[src/rtl/neuron_mac_sequencer.sv]
// Single-neuron perceptron sequencer: walks a synchronous weight ROM
// (bias at 0, weights at 1..N_INPUTS), pairs each weight with one streamed
// sample, accumulates in Q16.16 and emits a saturated Q8.8 activation.
module neuron_mac_sequencer #(
   parameter int N_INPUTS = 10,
   parameter int DATA_W   = 16,
   parameter int ADDR_W   = 16,
   parameter int ACC_W    = 40
) (
   input  logic              clk,
   input  logic              rst,
   input  logic              start,
   output logic              busy,
   output logic [ADDR_W-1:0] rom_addr,
   input  logic [DATA_W-1:0] rom_dout,
   input  logic [DATA_W-1:0] x_data,
   input  logic              x_valid,
   output logic              x_ready,
   output logic [DATA_W-1:0] y_value,
   output logic              y_fire,
   output logic              y_valid,
   input  logic              y_ready
);

   localparam int IDX_W = $clog2(N_INPUTS + 1);

   // Output clamp bounds, expressed at accumulator width after the >>>8.
   localparam logic signed [ACC_W-1:0] SAT_MAX =
      {{(ACC_W-DATA_W+1){1'b0}}, {(DATA_W-1){1'b1}}};
   localparam logic signed [ACC_W-1:0] SAT_MIN =
      {{(ACC_W-DATA_W+1){1'b1}}, {(DATA_W-1){1'b0}}};

   typedef enum logic [1:0] {S_IDLE, S_FETCH, S_MAC, S_DONE} state_t;

   state_t                   state_q, state_d;
   logic [IDX_W-1:0]         idx_q, idx_d;
   logic [ADDR_W-1:0]        rom_addr_q, rom_addr_d;
   logic signed [ACC_W-1:0]  acc_q, acc_d;

   logic signed [2*DATA_W-1:0] prod;
   logic signed [ACC_W-1:0]    prod_ext;
   logic signed [ACC_W-1:0]    bias_ext;
   logic signed [ACC_W-1:0]    acc_sh;
   logic [DATA_W-1:0]          sat_val;

   // Datapath: full-width product and Q8.8 -> Q16.16 bias alignment.
   always_comb begin
      prod     = $signed(rom_dout) * $signed(x_data);
      prod_ext = {{(ACC_W-2*DATA_W){prod[2*DATA_W-1]}}, prod};
      bias_ext = {{(ACC_W-DATA_W){rom_dout[DATA_W-1]}}, rom_dout} << 8;
   end

   // Q16.16 accumulator back to Q8.8, clamped to the representable range.
   always_comb begin
      acc_sh = acc_q >>> 8;
      if (acc_sh > SAT_MAX)
         sat_val = {1'b0, {(DATA_W-1){1'b1}}};
      else if (acc_sh < SAT_MIN)
         sat_val = {1'b1, {(DATA_W-1){1'b0}}};
      else
         sat_val = acc_sh[DATA_W-1:0];
   end

   // State and datapath registers; reset drops any partial evaluation.
   always_ff @(posedge clk or posedge rst) begin
      if (rst) begin
         state_q    <= S_IDLE;
         idx_q      <= '0;
         rom_addr_q <= '0;
         acc_q      <= '0;
      end else begin
         state_q    <= state_d;
         idx_q      <= idx_d;
         rom_addr_q <= rom_addr_d;
         acc_q      <= acc_d;
      end
   end

   // Next-state logic: FETCH covers ROM latency, MAC stalls on x_valid.
   always_comb begin
      state_d    = state_q;
      idx_d      = idx_q;
      rom_addr_d = rom_addr_q;
      acc_d      = acc_q;
      unique case (state_q)
         S_IDLE: begin
            if (start) begin
               idx_d      = '0;
               rom_addr_d = '0;
               acc_d      = '0;
               state_d    = S_FETCH;
            end
         end
         S_FETCH: state_d = S_MAC;
         S_MAC: begin
            if (idx_q == '0) begin
               acc_d      = bias_ext;
               idx_d      = IDX_W'(1);
               rom_addr_d = ADDR_W'(1);
               state_d    = S_FETCH;
            end else if (x_valid) begin
               acc_d = acc_q + prod_ext;
               if (idx_q == IDX_W'(N_INPUTS)) begin
                  state_d = S_DONE;
               end else begin
                  idx_d      = idx_q + IDX_W'(1);
                  rom_addr_d = ADDR_W'(idx_q) + ADDR_W'(1);
                  state_d    = S_FETCH;
               end
            end
         end
         S_DONE: if (y_ready) state_d = S_IDLE;
         default: state_d = S_IDLE;
      endcase
   end

   // Outputs are decoded from state; result fields read zero outside DONE.
   always_comb begin
      busy     = (state_q != S_IDLE);
      rom_addr = rom_addr_q;
      x_ready  = (state_q == S_MAC) && (idx_q != '0);
      y_valid  = (state_q == S_DONE);
      y_value  = y_valid ? sat_val : '0;
      y_fire   = y_valid & ~acc_q[ACC_W-1];
   end

endmodule

[config.mk]
export PLATFORM = sky130hd
export DESIGN_NAME = neuron_mac_sequencer
export DESIGN_NICKNAME = d
export VERILOG_FILES = /design/src/rtl/neuron_mac_sequencer.sv
export SDC_FILE = /design/constraint.sdc
export NUM_CORES = 1
export LEC_CHECK = 0
export CAP_MARGIN = 20
export CELL_PAD_IN_SITES_DETAIL_PLACEMENT = 1
export CELL_PAD_IN_SITES_GLOBAL_PLACEMENT = 2
export CORE_UTILIZATION = 40
export CTS_CLUSTER_SIZE = 20
export DETAILED_ROUTE_END_ITERATION = 6
export PLACE_DENSITY_LB_ADDON = 0.1
export SLEW_MARGIN = 20
export SYNTH_ARGS = -nofsm -noshare
export SYNTH_HDL_FRONTEND = slang
export SYNTH_SLANG_ARGS = --single-unit
[constraint.sdc]
create_clock -name clk -period 5.55 [get_ports clk]
set_input_delay 0.555 -clock clk [delete_from_list [all_inputs] [get_ports clk]]
set_output_delay 0.555 -clock clk [all_outputs]
set_load 0.02 [all_outputs]
==> results of run 1 <==
through the flow:
stage	worst slack [ns]	util (%)	instance area, um^2	TNS, ns
final	-0.579	55.4	20300	-10.61
after global routing	-0.742	55.4	20300	-15.18
after CTS	-0.607	53.7	19700	-10.98
after detailed placement	-1.38	49.7	18200	-32.48
after global placement	-1.27	49.6	18200	-30.41
after floorplan	-0.578	-	15500	-4.71
worst max-delay path: stages:
cell,delay (ns)
buf_12,0.11
buf_16,0.13
buf_8,0.12
and2_4,0.14
fa_1,0.55
inv_2,0.05
fa_1,0.55
fa_1,0.44
fa_1,0.56
inv_2,0.06
fa_1,0.52
inv_2,0.04
fa_1,0.49
inv_2,0.05
ha_4,0.28
o211ai_1,0.09
nor2_1,0.19
a41oi_2,0.17
a21oi_2,0.28
o2111a_2,0.26
o31a_1,0.15
buf_4,0.12
nor3_2,0.03
or3b_1,0.36
Yosys cell counts, types with 3 or more instances:
cell and instances:
buf_1 3, o21a_1 5, o21bai_1 3, o21ai_0 57, or3_1 8, nand3_1 4, nor4_1 5, a21oi_1 50
xor2_1 15, nand4_1 6, nor2b_1 4, mux2i_1 3, clkbuf_1 45, a21o_1 18, a311oi_1 3, buf_4 11
inv_1 412, o31ai_1 6, a22o_1 7, a21oi_2 4, dfrtp_1 47, xnor2_1 17, ha_1 118, nand2_1 199
nor3_1 9, buf_2 3, fa_1 330, nor2_1 77, or2_2 3, nand2b_1 5, and2_1 119, a31oi_1 4
a211oi_1 3, o21ai_1 7, o211ai_1 7
how the worst max path moves through the flow:
| stage | start | endpoint | slack, ns | depth (start not counted) |
|---|---|---|---|---|
| after floorplan | rom_dout[15] | acc_q[34] | -0.58 | 24 |
| after global placement | rom_dout[10] | acc_q[34] | -1.27 | 21 |
| after detailed placement | rom_dout[10] | acc_q[34] | -1.38 | 21 |
| after CTS | rom_dout[6] | acc_q[32] | -0.61 | 21 |
| after global routing | x_data[6] | acc_q[32] | -0.74 | 25 |
| final | x_data[6] | acc_q[34] | -0.58 | 24 |
metal layers:
metal  wire length [um]  share of wire (%)
met5                  0                  0
met4               1560                3.2
met3                899                1.9
met2              25700                 53
met1              20000                 42
state kept, by name, summed over array words and instances (netlist names):
register / flops
rom_addr: 2
state_q: 2
idx_q: 3
acc_q: 40
layout make-up:
type	count	area (um^2)
fill	4143	16400
multi-input combinational	1154	13100
tap	468	586
clock inverter	2	12.5
clock buffer	6	129
inverter	412	1550
sequential	47	1180
timing repair buffer	387	3810
kinds of logic after synthesis:
| kind of cell | after synthesis | share of synthesized area, % |
|---|---|---|
| simple gates | 452 | 14.4 |
| fa+ha+maj | 448 | 54.1 |
| flops | 47 | 7.88 |
| xor+xnor | 32 | 1.88 |
| other cells | 1 | 0.0251 |
| buf+inv | 475 | 12.3 |
| mux | 3 | 0.201 |
| compound gates | 208 | 9.19 |
timing repair:
action	4_1_cts	5_1_grt
buffers inserted	75	29
resized for setup	312	152
setup endpoints to repair	31	30
pin swaps	187	131
hold buffers	0	0
gates cloned	7	2
==> impl_metrics.env, run 1 <==
export IMPL_status="complete, but fails checks"
export IMPL_violations="setup timing"
export IMPL_syn_cell_area_um2=14900
export IMPL_synthTopCellsByArea="fa_1 44%, inv_1 10%, ha_1 9.9%"
export IMPL_start_kind="input port"
export IMPL_hold_ws_ns=0.488
export IMPL_crit_type="in -> reg"
export IMPL_cts_tree="yes"
export IMPL_finalMaxSlewViolations=0
export IMPL_grt_first_pass_wirelength_um=76300
export IMPL_placed_cells=2369
export IMPL_io_pin_count=73
export IMPL_reg2reg_from="acc_q[15]"
export IMPL_arrival_ns=6.31
export IMPL_insertion_delay_ns=0.30
export IMPL_r2r_cells=19
export IMPL_row_count=70
export IMPL_antenna_found_initial=0
export IMPL_fmax_mhz=163
export IMPL_maxCapViolCount=0
export IMPL_wl_per_cell_um=19.5
export IMPL_ys_warn_count=0
export IMPL_diodes=0
export IMPL_rsz0062_at_grt="yes"
export IMPL_rrSetupSlack_ns=0.27
export IMPL_grtUsageTotal_pct=25.9
export IMPL_hold_path_class="reg -> reg"
export IMPL_vias_per_cell=4.96
export IMPL_worstPathRequired_ns=5.73
export IMPL_cts_root_buffer="clkbuf_16"
export IMPL_post_dp_hpwl_um=38500
export IMPL_ys_ff_latch=47
export IMPL_seq_area_frac_synth_pct=7.88
export IMPL_die_x_um=195
export IMPL_core_um2=36700
export IMPL_drt_initial_drc_count=405
export IMPL_r2r_end="acc_q[32]"
export IMPL_whs_path_depth=2
export IMPL_hold_viol_final=0
export IMPL_first_pass_iters=4
export IMPL_synth_top_cell_by_area="fa_1"
export IMPL_vias=12281
export IMPL_cts_buffers=5
export IMPL_port_buffers=61
export IMPL_worst_pin_slew_ns=0.858
export IMPL_die_area_um2=38100
export IMPL_cts_sinks=47
export IMPL_grt_overflow=0
export IMPL_max_slew_margin_pct=42.7
export IMPL_yosys_area_top_type_share_pct=44.2
export IMPL_layout_common_cells="363 x inv_1, 299 x fa_1, 240 x buf_4"
export IMPL_antenna_left=0
export IMPL_synth_edf_count=0
export IMPL_ys_flop_type="dfrtp_1"
export IMPL_final_common_cell="inv_1"
export IMPL_grt_max_degree=42
export IMPL_worstHoldStart="acc_q[7]"
export IMPL_min_period_over_period_pct=110
export IMPL_clk_pin_slew_worst_paths_ns=0.07
export IMPL_cp_end_kind="register"
export IMPL_wl_um=48200
export IMPL_post_route_min_period_ns=6.13
export IMPL_initial_core_util_pct=40.7
export IMPL_syn_inst=1666
export IMPL_gp_congestion=0.824
export IMPL_cp_max_fo=6
export IMPL_num_nets_final=2492
export IMPL_busiest_layer="met2"
export IMPL_cts_buffer_depth=2
export IMPL_post_synth_cell_area_avg_um2=8.96
export IMPL_hold_end="acc_q[7]"
export IMPL_synth_cell_type_count=75
export IMPL_layout_drive_gt1_share_pct=30.8
export IMPL_grt_pass1_vias=14258
export IMPL_met3_usage_pct=2.21
export IMPL_drc_errors=0
export IMPL_synth_async_reset_ratio_pct=100
export IMPL_instances_no_fill=2476
export IMPL_use_met1_pct=32.1
export IMPL_grt_use_met2_pct=47.8
export IMPL_finClkSkew_ns=0.00758
export IMPL_die_h_um=195
export IMPL_setup_violations=27
export IMPL_synthToLayoutAreaGrowth_pct=36.1
export IMPL_layout_setup_ws_ns=-0.579
export IMPL_cts_htree_levels=2
Power of run 1 is left out: the tool's default activity adds up to more than one toggle a clock period on the data nets, which glitch-free logic cannot reach.
==> run 2, diff against run 1 <==
--- a/config.mk
+++ b/config.mk
@@ -12,6 +12,7 @@
 export CTS_CLUSTER_SIZE = 20
 export DETAILED_ROUTE_END_ITERATION = 6
 export PLACE_DENSITY_LB_ADDON = 0.1
+export SETUP_SLACK_MARGIN = 0.4
 export SLEW_MARGIN = 20
 export SYNTH_ARGS = -nofsm -noshare
 export SYNTH_HDL_FRONTEND = slang
==> impl_metrics.env, run 2 (same netlist as run 1, synthesis figures left out) <==
export IMPL_worst_pin_slew_ns=0.871
export IMPL_slowest_stage="fa_2"
export IMPL_grt_use_met2_pct=50.1
export IMPL_placed_cell_area_um2=18300
export IMPL_instances_no_fill=2485
export IMPL_rsz0062_at_grt="yes"
export IMPL_arrival_ns=6.38
export IMPL_vias=12623
export IMPL_grt_max_degree=48
export IMPL_wl_per_cell_um=20.0
export IMPL_busiest_layer="met2"
export IMPL_hold_ws_ns=0.499
export IMPL_cp_endpoint="acc_q[38]"
export IMPL_start_kind="input port"
export IMPL_cts_buffer_depth=2
export IMPL_cts_buffers=5
export IMPL_maxCapViolCount=0
export IMPL_clk_pin_slew_worst_paths_ns=0.06
export IMPL_die_area_um2=38100
export IMPL_layout_setup_ws_ns=-0.621
export IMPL_crit_start="rom_dout[15]"
export IMPL_path_buf_inv=8
export IMPL_place_ws_ns=-1.33
export IMPL_final_area_um2=20700
export IMPL_layout_common_cells="354 x inv_1, 302 x fa_1, 213 x buf_4"
export IMPL_first_pass_iters=5
export IMPL_vias_per_cell=5.08
export IMPL_grtUsageTotal_pct=26.7
export IMPL_cp_cell_sequence="buf_12, buf_12, nand2_4, inv_2, fa_2, buf_6, fa_1, inv_2, fa_1, inv_2, fa_1, fa_1, inv_2, fa_1, inv_2, ha_4, nand4_1, o22ai_2, a2111oi_4, nor3b_4, o2111a_2, o31a_1, a22o_1, a211oi_2"
export IMPL_die_h_um=195
export IMPL_max_flop_register="acc_q"
export IMPL_crit_type="in -> reg"
export IMPL_use_met1_pct=34.1
export IMPL_reg_top3="acc_q: 40 flops, idx_q: 3 flops"
export IMPL_initial_core_util_pct=40.7
export IMPL_reg2reg_from="acc_q[15]"
export IMPL_worstPathRequired_ns=5.76
export IMPL_io_pin_count=73
export IMPL_hold_path_class="reg -> reg"
export IMPL_cts_sinks=47
export IMPL_cts_htree_levels=2
export IMPL_post_dp_hpwl_um=38700
export IMPL_final_common_cell="inv_1"
export IMPL_worstHoldStart="acc_q[3]"
export IMPL_cp_depth=24
export IMPL_drc_errors=0
export IMPL_post_route_min_period_ns=6.17
export IMPL_crit_family="adder cells"
export IMPL_cp_end_kind="register"
export IMPL_wl_um=49700
export IMPL_min_period_over_period_pct=111
export IMPL_slowest_delay_ns=0.55
export IMPL_antenna_left=0
export IMPL_cts_tree="yes"
export IMPL_synthToLayoutAreaGrowth_pct=38.8
export IMPL_r2r_end="acc_q[38]"
export IMPL_met3_usage_pct=1.52
export IMPL_cts_root_buffer="clkbuf_16"
export IMPL_rrSetupSlack_ns=0.30
export IMPL_row_count=70
export IMPL_hold_buffers=0
export IMPL_placed_cells=2353
export IMPL_max_slew_margin_pct=41.8
export IMPL_gp_congestion=0.875
export IMPL_hold_viol_final=0
export IMPL_drt_initial_drc_count=448
export IMPL_port_buffers=61
export IMPL_die_x_um=195
export IMPL_layout_drive_gt1_share_pct=32.3
export IMPL_status="complete, but fails checks"
export IMPL_num_nets_final=2500
export IMPL_setup_violations=26
export IMPL_r2r_cells=18
export IMPL_grt_pass1_vias=14577
export IMPL_grt_overflow=0
export IMPL_n_fill_cell=4124
export IMPL_fmax_mhz=162
export IMPL_largest_reg_flops=40
export IMPL_finalMaxSlewViolations=0
export IMPL_core_um2=36700
export IMPL_violations="setup timing"
export IMPL_antenna_found_initial=2
export IMPL_insertion_delay_ns=0.29
export IMPL_cp_max_fo=6
export IMPL_grt_first_pass_wirelength_um=79200
export IMPL_finClkSkew_ns=0.00569
==> run 2: cell count changes in the layout (fill, tap and decap cells not counted), sizes merged <==
cell / before / now
clkdlybuf4s15: 1 / 4
dlymetal6s2s: 0 / 1
clkdlybuf4s50: 30 / 29
diode: 0 / 1
bufinv: 0 / 1
clkinvlp: 1 / 0
buf: 344 / 354
clkbuf: 13 / 8
==> run 2: what timing repair did <==
item	CTS	global route
resized for setup	306	164
gates cloned	11	1
endpoints found under the setup margin	32	32
pin swaps	174	133
buffers inserted	81	30
==> run 2: worst min path at each step <==
stage	end	slack, ns	cells after the start
floorplan	acc_q[5]	0.46	2
global placement	rom_addr[4]	0.47	2
detailed placement	acc_q[3]	0.49	2
CTS	acc_q[3]	0.51	2
global route	rom_addr[4]	0.53	2
finish	acc_q[3]	0.50	2
==> run 2: layer usage <==
metal | wire length [um] | share of wire [%]
met4 | 1290 | 2.6
met3 | 1250 | 2.5
met1 | 20200 | 41
met2 | 26900 | 54
met5 | 0 | 0
==> run 2: metrics by stage <==
| stage | utilization (%) | setup TNS (ns) |
|---|---|---|
| 6_report | 56.5 | -10.90 |
| 5_1_grt | 56.5 | -15.42 |
| 4_1_cts | 54.4 | -10.90 |
| 3_5_place_dp | 49.8 | -31.10 |
| 3_3_place_gp | 49.8 | -28.75 |
| 2_1_floorplan | - | -4.78 |
==> run 2: area by class of cell <==
cell class	count	area, um^2	area share [%]
multi-input cells	1154	13200	63.6
repair buffers	395	4050	19.5
clock buffers	6	139	0.670
well taps	468	586	2.83
diodes	1	2.50	0.0121
inverters	412	1550	7.48
clock inverters	2	35.0	0.169
flip-flops and latches	47	1180	5.68
==> run 2: tightest hold or removal path: stages (launching register included) <==
cell	delay [ns]
dfrtp_1	0.35
nand2_1	0.05
o21ai_0	0.06
Power of run 2 is left out for the same reason.
==> run 3, diff against run 2 <==
--- a/config.mk
+++ b/config.mk
@@ -8,11 +8,10 @@
 export CAP_MARGIN = 20
 export CELL_PAD_IN_SITES_DETAIL_PLACEMENT = 1
 export CELL_PAD_IN_SITES_GLOBAL_PLACEMENT = 2
-export CORE_UTILIZATION = 40
+export CORE_UTILIZATION = 30
 export CTS_CLUSTER_SIZE = 20
 export DETAILED_ROUTE_END_ITERATION = 6
 export PLACE_DENSITY_LB_ADDON = 0.1
-export SETUP_SLACK_MARGIN = 0.4
 export SLEW_MARGIN = 20
 export SYNTH_ARGS = -nofsm -noshare
 export SYNTH_HDL_FRONTEND = slang
==> impl_metrics.env, run 3 (same netlist as run 1, synthesis figures left out) <==
export IMPL_layout_drive_gt1_share_pct=31.7
export IMPL_status="complete, but fails checks"
export IMPL_vias_per_cell=4.59
export IMPL_grt_overflow=0
export IMPL_cts_buffers=5
export IMPL_synthToLayoutAreaGrowth_pct=40.9
export IMPL_drt_initial_drc_count=523
export IMPL_grtUsageTotal_pct=21.2
export IMPL_port_buffers=61
export IMPL_row_count=81
export IMPL_num_nets_final=2514
export IMPL_whs_path_depth=2
export IMPL_antenna_found_initial=1
export IMPL_worst_pin_slew_ns=0.970
export IMPL_crit_path_frequent_cell="fa_1"
export IMPL_first_pass_iters=4
export IMPL_rrSetupSlack_ns=0.24
export IMPL_gp_congestion=0.799
export IMPL_worstHoldStart="rom_addr[4]"
export IMPL_arrival_ns=6.30
export IMPL_cp_end_kind="register"
export IMPL_grt_first_pass_wirelength_um=81500
export IMPL_vias=12352
export IMPL_hold_viol_final=0
export IMPL_initial_core_util_pct=30.4
export IMPL_die_h_um=225
export IMPL_final_common_cell="inv_1"
export IMPL_clk_pin_slew_worst_paths_ns=0.07
export IMPL_diodes=0
export IMPL_core_um2=49100
export IMPL_cts_htree_levels=2
export IMPL_min_period_over_period_pct=110
export IMPL_post_dp_hpwl_um=40700
export IMPL_insertion_delay_ns=0.30
export IMPL_hold_end="rom_addr[4]"
export IMPL_cts_tree="yes"
export IMPL_hold_path_class="reg -> reg"
export IMPL_slowest_stage="fa_1"
export IMPL_cts_sinks=47
export IMPL_largest_reg_flops=40
export IMPL_reg_top3="acc_q: 40 flops, idx_q: 3 flops"
export IMPL_layout_common_cells="364 x inv_1, 300 x fa_1, 244 x buf_4"
export IMPL_drc_errors=0
export IMPL_layout_setup_ws_ns=-0.567
export IMPL_finClkSkew_ns=0.00664
export IMPL_setup_violations=27
export IMPL_die_area_um2=50700
export IMPL_io_pin_count=73
export IMPL_wl_per_cell_um=19.2
export IMPL_antenna_left=0
export IMPL_finalMaxSlewViolations=0
export IMPL_max_flop_register="acc_q"
export IMPL_crit_family="adder cells"
export IMPL_cts_buffer_depth=2
export IMPL_crit_type="in -> reg"
export IMPL_r2r_cells=19
export IMPL_cts_root_buffer="clkbuf_16"
export IMPL_place_ws_ns=-1.34
export IMPL_worstPathRequired_ns=5.73
export IMPL_violations="setup timing"
export IMPL_path_buf_inv=7
export IMPL_slowest_delay_ns=0.56
export IMPL_die_x_um=225
export IMPL_r2r_end="acc_q[32]"
export IMPL_post_route_min_period_ns=6.12
export IMPL_rsz0062_at_grt="yes"
export IMPL_start_kind="input port"
export IMPL_fmax_mhz=163
export IMPL_max_slew_margin_pct=35.3
export IMPL_maxCapViolCount=0
export IMPL_wl_um=51700
export IMPL_cp_cell_sequence="buf_8, buf_12, and2_4, fa_2, buf_4, fa_1, inv_4, fa_1, inv_1, fa_1, fa_1, inv_1, fa_1, inv_1, ha_4, a21o_4, o311a_1, o311ai_2, nand2_1, o31a_1, o21ai_1, or3b_1"
export IMPL_n_fill_cell=5608
export IMPL_reg2reg_from="acc_q[15]"
export IMPL_grt_pass1_vias=14061
export IMPL_grt_max_degree=48
export IMPL_hold_buffers=0
export IMPL_cp_max_fo=7
==> run 3: stage by stage <==
stage | instance area, um^2 | instances | utilization (%) | TNS (ns) | hold slack (ns)
after floorplan | 15500 | 1676 | - | -4.71 | 0.455
after global placement | 18500 | 2557 | 37.8 | -30.80 | 0.470
after detailed placement | 18500 | 2557 | 37.8 | -31.83 | 0.484
after CTS | 20500 | 2670 | 41.7 | -11.26 | 0.501
after global routing | 21000 | 2694 | 42.9 | -15.18 | 0.527
final | 21000 | 2694 | 42.9 | -10.19 | 0.497
==> run 3: layout make-up <==
class,instances,area (um^2),share of cell area (%)
Clock inverter,2,60.1,0.286
Clock buffer,6,129,0.613
Timing Repair Buffer,409,4170,19.8
Inverter,412,1550,7.38
Tap cell,664,831,3.95
Sequential cell,47,1180,5.59
Multi-Input combinational cell,1154,13100,62.4
==> run 3: worst reg2reg max path, stage by stage, from the launching register on <==
cell,delay [ns]
dfrtp_1,0.37
inv_1,0.10
fa_1,0.52
inv_1,0.06
fa_1,0.53
fa_1,0.45
fa_1,0.59
inv_2,0.05
fa_2,0.54
inv_2,0.04
ha_4,0.24
a21oi_4,0.17
o22ai_4,0.10
a2111oi_4,0.25
nor3b_2,0.12
buf_4,0.16
or2_4,0.24
a221o_1,0.32
a211oi_2,0.24
o21ai_1,0.10
==> run 3: layer usage <==
metal,part of all wire [%],GRT usage (%)
met1,44,28.5
met2,52,37.9
met3,2.2,1.41
met4,1.3,3.55
met5,0.015,0
==> run 3: repair_timing <==
action / CTS / global route
setup endpoints to repair: 30 / 30
gates resized for setup: 330 / 134
setup buffers: 98 / 31
gates cloned: 9 / 2
pin swaps: 193 / 116
==> run 3: how the worst max path moves through the flow <==
stage | startpoint | end | slack, ns | cells past startpoint
floorplan | rom_dout[15] | acc_q[34] | -0.58 | 24
global placement | x_data[6] | acc_q[34] | -1.29 | 23
detailed placement | rom_dout[15] | acc_q[34] | -1.34 | 22
CTS | x_data[5] | acc_q[34] | -0.70 | 23
global route | x_data[3] | acc_q[32] | -0.70 | 23
finish | x_data[3] | acc_q[34] | -0.57 | 22
Power of run 3 is left out for the same reason.
==> RTL change, RTL diff (config.mk and constraints of run 2) <==
`ACC_W`: 40 -> 44.
--- a/src/rtl/neuron_mac_sequencer.sv
+++ b/src/rtl/neuron_mac_sequencer.sv
@@ -6,5 +6,5 @@
    parameter int DATA_W   = 16,
    parameter int ADDR_W   = 16,
-   parameter int ACC_W    = 40
+   parameter int ACC_W    = 44
 ) (
    input  logic              clk,
Behaviour: same outputs for any inputs over 10 cycles, from zero or initial values and one cycle with rst high; that may be too few to reach the edited logic, so the function may still have changed.
==> RTL change against run 2 <==
The flow still finishes with violations (setup timing). Area after synthesis increased by 3.9%. Setup slack got worse by 0.087 ns. Routed wire length increased by 2.2%. Sequential cell count increased by 4. Final cell count increased by 2.4%. Sequential share of layout area increased by 0.44 points. Die area increased by 3.9%. Final area increased by 0.75%. Critical endpoint is now acc_q[36]$_DFFE_PP0P_.
Power is not shown: default switching activity piles up to over one toggle a cycle in this logic, so the estimate is an artifact.
==> RTL change: results (changes against run 2) <==
global_routing:
  gr-usage-met2: 0.494  # -0.00688
  antenna_found_initial: 4  # +2
  grt_use_met3: 0.0244  # +0.00922
  use_met1: 0.340  # -0.000606
  grt_max_degree: 56  # +17%
  grt_pass1_wl_mm: 80.3  # +1.5%
setup_path:
  worstPathArrival_ns: 6.47  # +0.09 ns
  r2r-end: "acc_q[36]$_DFFE_PP0P_"
  ff2ff_setup_slack_ns: 0.17  # -0.13 ns
  reg2regPathDepth: 22  # +4
  cp_max_fo: 4  # -2
timing:
  worst_pin_slew_ns: 1.08  # +0.208 ns
  setup_viol: 31  # +19%
  finClkSkew_ns: 0.00711  # +0.00142 ns
  hold_ws_ns: 0.492  # -0.00740 ns
  setup_slack_ns: -0.708  # -0.0873 ns
finish:
  layout.nets: 2540  # +1.6%
  top_regs: "acc_q x44, idx_q x3"
  layout-drive-gt1-share: 0.283  # -0.0399
route:
  drt-initial-drc-count: 424  # -5.4%
  num_vias: 12510  # -0.90%
  dr.pass1.iters: 4  # -1
placement:
  globalplace.congestion: 0.845  # -3.4%
  dp_hpwl_mm: 39.4  # +2.0%
status:
  status: "complete, but fails checks"
  violations: "setup timing"
min_path:
  hold_start: "acc_q[1]$_DFFE_PP0P_"
yosys:
  synth.distinct_cells: 63  # -16%
  yosysSeqAreaShare: 0.0822  # +0.00346
  synthTopCellsByArea: "fa_1, inv_1, ha_1, dfrtp_1, and2_1"
==> RTL change: cell types whose count changed in the layout (fill, tap and decap cells not counted), moves of 11 or more <==
cell,delta
o21ai_1,+11
fa_1,+22
inv_1,+43
buf_6,-23
nor2_1,-19
nand2_2,-13
buf_4,+13
ha_1,+16
inv_2,-17
==> RTL change: cell type report <==
cell class	count	area [um2]
Multi-Input combinational cell	1156	13300
Tap cell	511	639
Timing Repair Buffer	378	3830
Inverter	439	1650
Sequential cell	51	1280
Antenna cell	1	2.50
Fill cell	4304	17100
Clock inverter	2	12.5
Clock buffer	6	129
==> RTL change: cells by family (layout without fill, tap and decap cells) <==
group / count (synthesis) / after routing / synth area share
AO/OA/AOI/OAI: 202 / 202 / 0.0862
XOR/XNOR: 44 / 44 / 0.0248
adder cells (fa/ha/maj): 472 / 472 / 0.548
buffers and inverters: 503 / 825 / 0.124
flip-flops: 51 / 51 / 0.0822
multiplexers: 3 / 3 / 0.00193
other: 1 / 12 / 0.000242
AND/OR/NAND/NOR: 424 / 424 / 0.132
==> RTL change: what timing repair did <==
action	CTS	global route
gates cloned	13	0
setup endpoints to repair	36	36
pin swaps	156	67
gates resized for setup	309	83
buffers inserted	66	21
==> RTL change: how the worst max path moves through the flow <==
stage	endpoint	start	slack [ns]
2_1_floorplan	acc_q[43]$_DFFE_PP0P_	rom_dout[15]	-0.53
3_3_place_gp	acc_q[43]$_DFFE_PP0P_	rom_dout[5]	-1.31
3_5_place_dp	acc_q[34]$_DFFE_PP0P_	rom_dout[5]	-1.46
4_1_cts	acc_q[40]$_DFFE_PP0P_	x_data[3]	-0.66
5_1_grt	acc_q[36]$_DFFE_PP0P_	x_data[10]	-0.90
6_report	acc_q[36]$_DFFE_PP0P_	x_data[10]	-0.71
==> RTL change: worst max-delay path, cell delays in order <==
cell	delay, ns
buf_12	0.11
buf_16	0.12
and2_4	0.15
fa_1	0.54
inv_2	0.05
fa_1	0.55
inv_2	0.04
fa_2	0.54
fa_2	0.47
fa_1	0.55
inv_1	0.05
fa_1	0.51
inv_2	0.06
ha_4	0.28
nand2_2	0.05
o211ai_1	0.24
a221oi_2	0.10
nand3b_1	0.20
buf_4	0.16
buf_6	0.10
o211ai_1	0.19
nand3_1	0.23
a21oi_2	0.21
o22ai_2	0.09
xor2_1	0.16
o21ai_1	0.15
==> RTL change: per-stage QoR <==
step                cells  area, um2
floorplan            1710      16100
finish               2544      20900
detailed placement   2435      18900
global route         2544      20900
global placement     2435      18900
CTS                  2522      20400
==> RTL change: metal layers <==
| layer | share of wire | vias to the layer above |
|---|---|---|
| met5 | 0.00026 | - |
| met4 | 0.029 | 2 |
| met2 | 0.53 | 175 |
| met1 | 0.42 | 6530 |
| li1 | - | 5737 |
| met3 | 0.030 | 66 |
